[src/rtl/sa_autosa_csb_shadow_regif.sv]
// CSB slave front-end for the memory-interface arbiter configuration.
// A one-stage request pipeline decodes CSB accesses into shadow OS-count
// and client-weight registers. A commit FSM copies shadow to active while
// the datapath reports idle, and gives up after COMMIT_TIMEOUT cycles.
module sa_autosa_csb_shadow_regif #(
  parameter int          NUM_RD_CLIENTS = 12,
  parameter int          NUM_WR_CLIENTS = 8,
  parameter logic [11:0] BASE_PAGE      = 12'h000,
  parameter logic [7:0]  RST_WEIGHT     = 8'h01,
  parameter logic [7:0]  RST_OS_CNT     = 8'hFF,
  parameter int          COMMIT_TIMEOUT = 1024
) (
  input  logic                          autosa_core_clk,
  input  logic                          autosa_core_rstn,
  input  logic                          csb2xx_req_pvld,
  output logic                          csb2xx_req_prdy,
  input  logic [62:0]                   csb2xx_req_pd,
  output logic                          xx2csb_resp_valid,
  output logic [33:0]                   xx2csb_resp_pd,
  input  logic                          dp2reg_idle,
  output logic [7:0]                    reg2dp_rd_os_cnt,
  output logic [7:0]                    reg2dp_wr_os_cnt,
  output logic [8*NUM_RD_CLIENTS-1:0]   reg2dp_rd_weight,
  output logic [8*NUM_WR_CLIENTS-1:0]   reg2dp_wr_weight,
  output logic                          reg2dp_cfg_update
);

  localparam int RW      = (NUM_RD_CLIENTS + 3) / 4;
  localparam int WW      = (NUM_WR_CLIENTS + 3) / 4;
  localparam int RD_BASE = 4;
  localparam int WR_BASE = 4 + RW;
  localparam int WR_END  = 4 + RW + WW;
  localparam int TMR_W   = (COMMIT_TIMEOUT > 2) ? $clog2(COMMIT_TIMEOUT) : 1;
  localparam logic [TMR_W-1:0] TMR_LAST = TMR_W'(COMMIT_TIMEOUT - 1);

  typedef enum logic [0:0] {ST_IDLE = 1'b0, ST_PEND = 1'b1} state_e;

  // FSM state
  state_e             state_q, state_d;
  logic [TMR_W-1:0]   tmr_q, tmr_d;
  logic               commit_s, timeout_s;

  // request stage
  logic               s1_vld_q, s1_vld_d;
  logic [62:0]        s1_pd_q, s1_pd_d;

  // shadow and active registers
  logic [7:0]         sh_rd_os_q, sh_rd_os_d, sh_wr_os_q, sh_wr_os_d;
  logic [7:0]         sh_rd_w_q [NUM_RD_CLIENTS];
  logic [7:0]         sh_rd_w_d [NUM_RD_CLIENTS];
  logic [7:0]         sh_wr_w_q [NUM_WR_CLIENTS];
  logic [7:0]         sh_wr_w_d [NUM_WR_CLIENTS];
  logic [7:0]         act_rd_os_q, act_rd_os_d, act_wr_os_q, act_wr_os_d;
  logic [7:0]         act_rd_w_q [NUM_RD_CLIENTS];
  logic [7:0]         act_rd_w_d [NUM_RD_CLIENTS];
  logic [7:0]         act_wr_w_q [NUM_WR_CLIENTS];
  logic [7:0]         act_wr_w_d [NUM_WR_CLIENTS];
  logic               cfg_update_q, cfg_update_d;

  // status and response
  logic               sticky_q, sticky_d;
  logic [7:0]         err_cnt_q, err_cnt_d;
  logic               resp_valid_q, resp_valid_d;
  logic [33:0]        resp_pd_q, resp_pd_d;

  // decode helpers
  logic               wr_s, np_s, page_hit_s, mapped_s, null_wr_s, err_s, wr_en_s;
  logic               commit_req_s, sticky_clr_s;
  logic [3:0]         be_s;
  logic [31:0]        wdat_s, rdat_s;
  int                 off_i;
  logic               unused_pd_s;

  assign wr_s        = s1_pd_q[54];
  assign np_s        = s1_pd_q[55];
  assign be_s        = s1_pd_q[60:57];
  assign wdat_s      = s1_pd_q[53:22];
  assign unused_pd_s = ^{s1_pd_q[62:61], s1_pd_q[56]};

  // Requests are only accepted while no commit is pending.
  assign csb2xx_req_prdy = (state_q == ST_IDLE);

  // Commit FSM state register
  always_ff @(posedge autosa_core_clk or negedge autosa_core_rstn) begin
    if (!autosa_core_rstn) begin
      state_q <= ST_IDLE;
      tmr_q   <= '0;
    end else begin
      state_q <= state_d;
      tmr_q   <= tmr_d;
    end
  end

  // Commit FSM next state: idle on the terminal cycle still commits
  always_comb begin
    state_d = state_q;
    tmr_d   = tmr_q;
    case (state_q)
      ST_IDLE: begin
        if (commit_req_s) begin
          state_d = ST_PEND;
          tmr_d   = '0;
        end else begin
          state_d = ST_IDLE;
        end
      end
      ST_PEND: begin
        if (dp2reg_idle) begin
          state_d = ST_IDLE;
          tmr_d   = '0;
        end else if (tmr_q == TMR_LAST) begin
          state_d = ST_IDLE;
          tmr_d   = '0;
        end else begin
          tmr_d   = tmr_q + {{(TMR_W-1){1'b0}}, 1'b1};
        end
      end
      default: begin
        state_d = ST_IDLE;
        tmr_d   = '0;
      end
    endcase
  end

  // Commit FSM outputs: copy strobe and timeout strobe
  always_comb begin
    commit_s  = 1'b0;
    timeout_s = 1'b0;
    case (state_q)
      ST_PEND: begin
        if (dp2reg_idle) begin
          commit_s = 1'b1;
        end else begin
          timeout_s = (tmr_q == TMR_LAST);
        end
      end
      default: begin
        commit_s  = 1'b0;
        timeout_s = 1'b0;
      end
    endcase
  end

  // Address decode, read mux, error classification
  always_comb begin
    off_i      = int'({22'd0, s1_pd_q[9:0]});
    page_hit_s = (s1_pd_q[21:10] == BASE_PAGE);
    mapped_s   = (off_i <= 2) || ((off_i >= RD_BASE) && (off_i < WR_END));
    null_wr_s  = wr_s && (be_s == 4'b0000);
    err_s      = s1_vld_q && !null_wr_s &&
                 (!page_hit_s || !mapped_s || (wr_s && (off_i == 2)));
    wr_en_s    = s1_vld_q && wr_s && !null_wr_s && !err_s;
    rdat_s     = 32'd0;
    if (off_i == 0) begin
      rdat_s = {16'd0, sh_wr_os_q, sh_rd_os_q};
    end else if (off_i == 2) begin
      rdat_s = {8'd0, err_cnt_q, 13'd0, sticky_q, dp2reg_idle, (state_q == ST_PEND)};
    end else begin
      rdat_s = 32'd0;
    end
    for (int i = 0; i < NUM_RD_CLIENTS; i++) begin
      if (off_i == RD_BASE + i / 4) begin
        rdat_s[8*(i%4) +: 8] = sh_rd_w_q[i];
      end else begin
        rdat_s[8*(i%4) +: 8] = rdat_s[8*(i%4) +: 8];
      end
    end
    for (int i = 0; i < NUM_WR_CLIENTS; i++) begin
      if (off_i == WR_BASE + i / 4) begin
        rdat_s[8*(i%4) +: 8] = sh_wr_w_q[i];
      end else begin
        rdat_s[8*(i%4) +: 8] = rdat_s[8*(i%4) +: 8];
      end
    end
    commit_req_s = wr_en_s && (off_i == 1) && be_s[0] && wdat_s[0];
    sticky_clr_s = wr_en_s && (off_i == 1) && be_s[0] && wdat_s[1];
  end

  // Next values for request stage, shadow, active, status and response
  always_comb begin
    s1_vld_d = csb2xx_req_pvld && csb2xx_req_prdy;
    if (s1_vld_d) begin
      s1_pd_d = csb2xx_req_pd;
    end else begin
      s1_pd_d = s1_pd_q;
    end
    sh_rd_os_d = sh_rd_os_q;
    sh_wr_os_d = sh_wr_os_q;
    if (wr_en_s && (off_i == 0)) begin
      if (be_s[0]) sh_rd_os_d = wdat_s[7:0];  else sh_rd_os_d = sh_rd_os_q;
      if (be_s[1]) sh_wr_os_d = wdat_s[15:8]; else sh_wr_os_d = sh_wr_os_q;
    end else begin
      sh_rd_os_d = sh_rd_os_q;
    end
    for (int i = 0; i < NUM_RD_CLIENTS; i++) begin
      if (wr_en_s && (off_i == RD_BASE + i / 4) && be_s[i%4]) begin
        sh_rd_w_d[i] = wdat_s[8*(i%4) +: 8];
      end else begin
        sh_rd_w_d[i] = sh_rd_w_q[i];
      end
      act_rd_w_d[i] = commit_s ? sh_rd_w_q[i] : act_rd_w_q[i];
    end
    for (int i = 0; i < NUM_WR_CLIENTS; i++) begin
      if (wr_en_s && (off_i == WR_BASE + i / 4) && be_s[i%4]) begin
        sh_wr_w_d[i] = wdat_s[8*(i%4) +: 8];
      end else begin
        sh_wr_w_d[i] = sh_wr_w_q[i];
      end
      act_wr_w_d[i] = commit_s ? sh_wr_w_q[i] : act_wr_w_q[i];
    end
    act_rd_os_d  = commit_s ? sh_rd_os_q : act_rd_os_q;
    act_wr_os_d  = commit_s ? sh_wr_os_q : act_wr_os_q;
    cfg_update_d = commit_s;
    // a clear and a timeout in the same cycle leave the sticky set
    sticky_d = sticky_q;
    if (sticky_clr_s) sticky_d = 1'b0; else sticky_d = sticky_q;
    if (timeout_s)    sticky_d = 1'b1; else sticky_d = sticky_d;
    if (err_s && (err_cnt_q != 8'hFF)) begin
      err_cnt_d = err_cnt_q + 8'd1;
    end else begin
      err_cnt_d = err_cnt_q;
    end
    resp_valid_d = s1_vld_q && (!wr_s || np_s);
    if (resp_valid_d) begin
      resp_pd_d = {wr_s, err_s, (wr_s || err_s) ? 32'd0 : rdat_s};
    end else begin
      resp_pd_d = resp_pd_q;
    end
  end

  // Datapath registers
  always_ff @(posedge autosa_core_clk or negedge autosa_core_rstn) begin
    if (!autosa_core_rstn) begin
      s1_vld_q     <= 1'b0;
      s1_pd_q      <= 63'd0;
      sh_rd_os_q   <= RST_OS_CNT;
      sh_wr_os_q   <= RST_OS_CNT;
      act_rd_os_q  <= RST_OS_CNT;
      act_wr_os_q  <= RST_OS_CNT;
      for (int i = 0; i < NUM_RD_CLIENTS; i++) begin
        sh_rd_w_q[i]  <= RST_WEIGHT;
        act_rd_w_q[i] <= RST_WEIGHT;
      end
      for (int i = 0; i < NUM_WR_CLIENTS; i++) begin
        sh_wr_w_q[i]  <= RST_WEIGHT;
        act_wr_w_q[i] <= RST_WEIGHT;
      end
      cfg_update_q <= 1'b0;
      sticky_q     <= 1'b0;
      err_cnt_q    <= 8'd0;
      resp_valid_q <= 1'b0;
      resp_pd_q    <= 34'd0;
    end else begin
      s1_vld_q     <= s1_vld_d;
      s1_pd_q      <= s1_pd_d;
      sh_rd_os_q   <= sh_rd_os_d;
      sh_wr_os_q   <= sh_wr_os_d;
      act_rd_os_q  <= act_rd_os_d;
      act_wr_os_q  <= act_wr_os_d;
      for (int i = 0; i < NUM_RD_CLIENTS; i++) begin
        sh_rd_w_q[i]  <= sh_rd_w_d[i];
        act_rd_w_q[i] <= act_rd_w_d[i];
      end
      for (int i = 0; i < NUM_WR_CLIENTS; i++) begin
        sh_wr_w_q[i]  <= sh_wr_w_d[i];
        act_wr_w_q[i] <= act_wr_w_d[i];
      end
      cfg_update_q <= cfg_update_d;
      sticky_q     <= sticky_d;
      err_cnt_q    <= err_cnt_d;
      resp_valid_q <= resp_valid_d;
      resp_pd_q    <= resp_pd_d;
    end
  end

  // Pack active registers onto the datapath outputs
  always_comb begin
    for (int i = 0; i < NUM_RD_CLIENTS; i++) begin
      reg2dp_rd_weight[8*i +: 8] = act_rd_w_q[i];
    end
    for (int i = 0; i < NUM_WR_CLIENTS; i++) begin
      reg2dp_wr_weight[8*i +: 8] = act_wr_w_q[i];
    end
  end

  assign reg2dp_rd_os_cnt  = act_rd_os_q;
  assign reg2dp_wr_os_cnt  = act_wr_os_q;
  assign reg2dp_cfg_update = cfg_update_q;
  assign xx2csb_resp_valid = resp_valid_q;
  assign xx2csb_resp_pd    = resp_pd_q;

endmodule

[config.mk]
export PLATFORM = sky130hd
export DESIGN_NAME = sa_autosa_csb_shadow_regif
export DESIGN_NICKNAME = d
export VERILOG_FILES = /design/src/rtl/sa_autosa_csb_shadow_regif.sv
export SDC_FILE = /design/constraint.sdc
export NUM_CORES = 1
export LEC_CHECK = 0
export ABC_AREA = 1
export CAP_MARGIN = 20
export CORE_ASPECT_RATIO = 1.5
export CORE_MARGIN = 3
export CORE_UTILIZATION = 48
export CTS_CLUSTER_SIZE = 12
export DETAILED_ROUTE_END_ITERATION = 10
export GPL_ROUTABILITY_DRIVEN = 0
export PLACE_DENSITY = 0.73
export REMOVE_ABC_BUFFERS = 1
export SETUP_SLACK_MARGIN = 0.05
export SYNTH_ARGS = -nofsm -noshare
export SYNTH_HDL_FRONTEND = slang
export SYNTH_SLANG_ARGS = --single-unit
[constraint.sdc]
create_clock -name autosa_core_clk -period 3.5 [get_ports autosa_core_clk]
set_input_delay 0.7 -clock autosa_core_clk [delete_from_list [all_inputs] [get_ports autosa_core_clk]]
set_output_delay 0.7 -clock autosa_core_clk [all_outputs]
set_load 0.01 [all_outputs]
Word-level counts from Yosys, hierarchy flattened
Index checks and enable logic that the tools add are counted.
{"block": "totals", "reg_bits": 470, "out_inout_bits": 213, "elab_cells": 164}
{"block": "op_classes", "add_sub_neg": 2, "n_lt_le_gt_ge": 3, "n_eq_ne": 10, "n_mux": 37, "bitwise_logic": 1, "reduce_logical": 58}
{"cell": "$mux W8", "n": 20}
{"cell": "$mux W24", "n": 2}
{"cell": "$logic_and A1 B1 Y1", "n": 41}
{"cell": "$eq A10 B4 Y1 const B", "n": 4}
{"cell": "$logic_not A32 Y1", "n": 1}
{"cell": "$mux W32", "n": 1}
{"cell": "$mux W10", "n": 3}
{"cell": "$pmux W10 S2", "n": 1}
{"cell": "$logic_not A12 Y1", "n": 1}
{"cell": "$add A10 B1 Y10 const B", "n": 1}
{"cell": "$eq A10 B10 Y1 const B", "n": 1}
{"cell": "$eq A10 B2 Y1 const B", "n": 1}
{"cell": "$eq A10 B3 Y1 const B", "n": 1}
{"cell": "$eq A10 B5 Y1 const B", "n": 1}
{"cell": "$ge A10 B3 Y1 const B", "n": 1}
{"cell": "$le A10 B2 Y1 const B", "n": 1}
{"cell": "$logic_not A10 Y1", "n": 1}
{"cell": "$lt A10 B4 Y1 const B", "n": 1}
{"cell": "$mux W1", "n": 9}
{"cell": "$add A8 B1 Y8 const B", "n": 1}
{"cell": "$ne A8 B8 Y1 const B", "n": 1}
{"cell": "$logic_not A1 Y1", "n": 5}
{"cell": "$logic_or A1 B1 Y1", "n": 5}
{"cell": "$logic_not A4 Y1", "n": 1}
{"cell": "5 further kinds", "n": 6}

Depth between registers and ports, before layout
{"block": "depth", "ltp_word": 14, "ltp_mapped": 13}

Worst setup path before layout
Ideal clock, no wire load.
{"block": "synth_timing", "path_kind": "register to register", "from": "reg s1_pd_q[9]", "to": "reg sh_rd_w_q[89] in the netlist's numbering", "arrival_ns": 1.726, "slack_ns": 1.646, "path_stages_with_launch": 12, "n_path_buf": 1, "period_less_slack_ns": 1.854, "path_cell_list": "dfrtp_1 > nor2_1 > nand2_1 > inv_1 > nand2_1 > nor2_1 > nand2_1 > nand3_4 > nor2_4 > nand2_1 > buf_2 > o21ai_0"}
{"block": "synth_via", "elab_chain_len": 11, "word_cells_on_any_way": 16}
{"element": "start, declared", "line_no": "45", "text": "logic [62:0] s1_pd_q, s1_pd_d;"}
{"element": "start signal, assigned", "line_no": "255", "text": "s1_pd_q <= s1_pd_d;"}
{"element": "$ge A10 B3 Y1 or $lt A10 B4 Y1 (tied branches)", "line_no": "148", "text": "mapped_s = (off_i <= 2) || ((off_i >= RD_BASE) && (off_i < WR_END));"}
{"element": "$logic_and A1 B1 Y1", "line_no": "148"}
{"element": "$logic_or A1 B1 Y1", "line_no": "148"}
{"element": "$logic_not A1 Y1", "line_no": "151", "text": "(!page_hit_s || !mapped_s || (wr_s && (off_i == 2)));"}
{"element": "$logic_or A1 B1 Y1 (2 in a row)", "line_no": "151"}
{"element": "$logic_and A1 B1 Y1", "line_no": "150", "text": "err_s = s1_vld_q && !null_wr_s &&"}
{"element": "$logic_not A1 Y1", "line_no": "152", "text": "wr_en_s = s1_vld_q && wr_s && !null_wr_s && !err_s;"}
{"element": "$logic_and A1 B1 Y1", "line_no": "152"}
{"element": "$logic_and A1 B1 Y1 (*) (2 in a row)", "line_no": "196", "text": "if (wr_en_s && (off_i == RD_BASE + i / 4) && be_s[i%4]) begin"}
{"element": "end signal, assigned by index", "line_no": "261", "text": "sh_rd_w_q[i] <= sh_rd_w_d[i];"}
{"element": "end, declared", "line_no": "49", "text": "logic [7:0] sh_rd_w_q [NUM_RD_CLIENTS];"}
Mark *: on every way between the ends. The rest lies on a longest branch, timed or not.
A chain may end at the register's enable or synchronous reset.

Worst setup path in the final report
{"block": "layout_timing", "from": "reg s1_pd_q[5]", "to": "reg sh_rd_w_q[61] in the netlist's numbering"}
The elaborated chain is that of the path after synthesis.

==> out/qor.yml <==
synth_xor_area_share_pct: 0.319
worstMarginPinSlew_ns: 1.07
drv_slew: 0
cts_resized: 0
multiInputGateArea_um2: 6490
cap_violations: 0
avgSynthCellArea_um2: 8.67
cts.sinks: 469
chipWidth_um: 169
critPathLaunchType: "flop"
hp-class: "primary input to asynchronous set/reset pin"
status: "finished clean"
setup_viol_count_final: 0
fin_crit_sh_pct: 79.9
slew_headroom_pct: 27.7
chipHeight_um: 251
h-tree-depth: 2
cp-end-kind: "flop"
r2r_end: "sh_rd_w_q[61]"
p_leak_nw: 11.0
fp.dieArea_um2: 42500
seqCellArea_um2: 11800
row_count: 89
overflow: 0
cts_tree: "done"
synth_compound_area_share_pct: 9.91
synthSimpleGateAreaFrac_pct: 23.2
timing.rr.start: "s1_pd_q[5]"
drtIter0Drc: 1401
fin_crit_ns: 2.80
synthAdderAreaFrac_pct: 0.130
ys_ff_latch: 469
fin_nets: 2538
yosys_warnings: 0
vias: 16100
synth_cells: 2216
grt_max_degree: 160
clk_latency_ns: 0.56
drcViolationCount: 0
rsz0062_at_grt: "no"
crit_chain: "nor2_1 > nand3_1 > nor2_2 > inv_1 > nor2_4 > nand2_1 > nand2_1 > o21ai_0"
antenna_cells: 0
cts_setup_buffers: 0
cts_made_buffers: 46
fill_cells: 3380
crit_arrival_ns: 3.20
total_power_mw: 10.9
worstPathMaxFanout: 16
dpl.cell_count: 2921
viasPerCell: 5.35
ir_drop_mv: 0.306
routed_wl_um: 55400
finalHoldViolations: 0
cts_root_buf: "clkbuf_16"
ff2ff_setup_slack_ns: 0.70
syn_area_um2: 19200
pre_cts_slack_ns: 0.803
start_util_pct: 48.7
drt_pass1_iterations: 6
grt_pass1_vias: 16000
grt_pass1_wl_um: 87000
postCtsHoldBufs: 0
io_buffer_count: 276
drt-wirelength-per-cell_um: 18.5
final_cell_count_no_fill: 3002
power.density_nw_per_um2: 456
synth_mux_area_share_pct: 0
worst_path_largest_cell_delay_ns: 0.48
synth_top_area_share_pct: 51.7
synth.largest_area_cell: "dfrtp_1"
synth_cell_types: 29
clk_pin_slew_ns: 0.06
fmax_mhz: 358
clockBufferDepth: 3
antenna_found_initial: 0
ant_nets: 0
cp_slowest_cell: "nand2_1"
drive_above_1_share_pct: 7.31
worstPathRequired_ns: 3.90
grt_usage_pct: 26.0
yosys-top-cells-area: "dfrtp_1, nand2_1, dfstp_2"
ioPinCount: 280
coreArea_um2: 39400
synth_top_family_by_area: "simple AND/OR/NAND/NOR gates"
criticalPathCategory: "flop to flop"
fin_skew_ns: 0.0141
ys_seq_area_share_pct: 61.6
area_growth_pct: 24.7
hpwlAfterDp_um: 36400
worst-r2r-cell-count: 8
holdWs_ns: 0.119
crit_top_cell: "nand2_1"
fin_ws_ns: 0.704
[critical path: cells and delay by family (launching register included)]
| kind | cells | cell delay [ns] |
|---|---|---|
| flip-flops | 1 | 0.38 |
| AO/OA/AOI/OAI | 1 | 0.12 |
| AND/OR/NAND/NOR | 6 | 1.78 |
| buffers and inverters | 1 | 0.34 |
[where the power goes]
group	leakage [nW]	switching (mW)	internal (mW)
clock network	0.683	2.04	2.70
registers	6.16	0.0789	5.53
logic	4.17	0.394	0.190
[cell usage in the layout, fill, tap and decap left out, drive strengths merged, types with 30 or more instances in the layout]
master,n
nand2,930
dfrtp,397
o21ai,328
clkdlybuf4s50,275
inv,136
nor2,87
clkbuf,79
dfstp,72
nand3,71
a21oi,40
buf,30
[per-stage QoR]
step | cell area, µm² | TNS [ns] | utilization (%)
finish | 24000 | 0 | 60.8
global route | 24000 | 0 | 60.8
CTS | 24000 | 0 | 60.8
detailed placement | 22500 | 0 | 57.2
global placement | 22500 | 0 | 57.2
floorplan | 18800 | -402.43 | -
[flip-flops by register name, summed over array words and instances, names as in the netlist, 8 cells and up]
| name | flops |
|---|---|
| reg2dp_rd_weight | 96 |
| sh_rd_w_q | 96 |
| reg2dp_wr_weight | 64 |
| sh_wr_w_q | 64 |
| s1_pd_q | 60 |
| xx2csb_resp_pd | 34 |
| tmr_q | 10 |
| err_cnt_q | 8 |
| reg2dp_rd_os_cnt | 8 |
| reg2dp_wr_os_cnt | 8 |
| sh_rd_os_q | 8 |
| sh_wr_os_q | 8 |
[cells in the mapped netlist]
master	instances
inv_2	3
nand3_1	70
ha_1	2
nor3_1	8
or2_2	1
a21oi_1	40
nor2_1	80
xor2_1	5
nand3_4	1
o21ai_1	21
nor2_4	5
buf_4	2
dfstp_2	72
nand3b_1	1
xnor2_1	2
nand2_2	5
nor2_2	2
o21ai_0	307
o211ai_1	3
a31o_2	1
inv_1	134
dfrtp_1	397
o21bai_1	3
buf_2	29
clkbuf_1	63
a21boi_0	1
buf_1	6
nand4_1	27
nand2_1	925
[routing by layer]
metal  part of all wire (%)  global-route usage (%)  wire (µm)  vias up
li1                       -                       -          -     7524
met1                     39                    32.5      21900     7815
met2                     50                    44.0      27600      569
met3                    5.4                    4.09       3000      158
met4                    5.3                    12.6       2920        0
met5                      0                       0          0        -
[cell families after synthesis]
logic type                 Yosys count
buffers and inverters              237
DFF                                469
xor gates and xnor gates             7
and+or+nand+nor                   1125
adders and majority gates            2
AOI/OAI and AO/OA                  376
[worst max-delay path by stage]
| stage | startpoint | to | depth (start not counted) |
|---|---|---|---|
| after floorplan | dp2reg_idle | reg2dp_cfg_update | 2 |
| after global placement | s1_pd_q[5] | xx2csb_resp_pd[31] | 11 |
| after detailed placement | s1_pd_q[5] | sh_rd_w_q[61] | 8 |
| after CTS | state_q | csb2xx_req_prdy | 2 |
| after global routing | s1_pd_q[4] | sh_rd_w_q[61] | 8 |
| final | s1_pd_q[5] | sh_rd_w_q[61] | 8 |
[layout make-up]
| cell class | count | share of cell area [%] |
|---|---|---|
| Clock inverter | 2 | 0.0418 |
| Sequential cell | 469 | 49.4 |
| Multi-Input combinational cell | 1510 | 27.1 |
| Tap cell | 500 | 2.61 |
| Inverter | 137 | 2.16 |
| Timing Repair Buffer | 305 | 12.9 |
| Clock buffer | 79 | 5.84 |
Power figures use the tool's default switching activity.
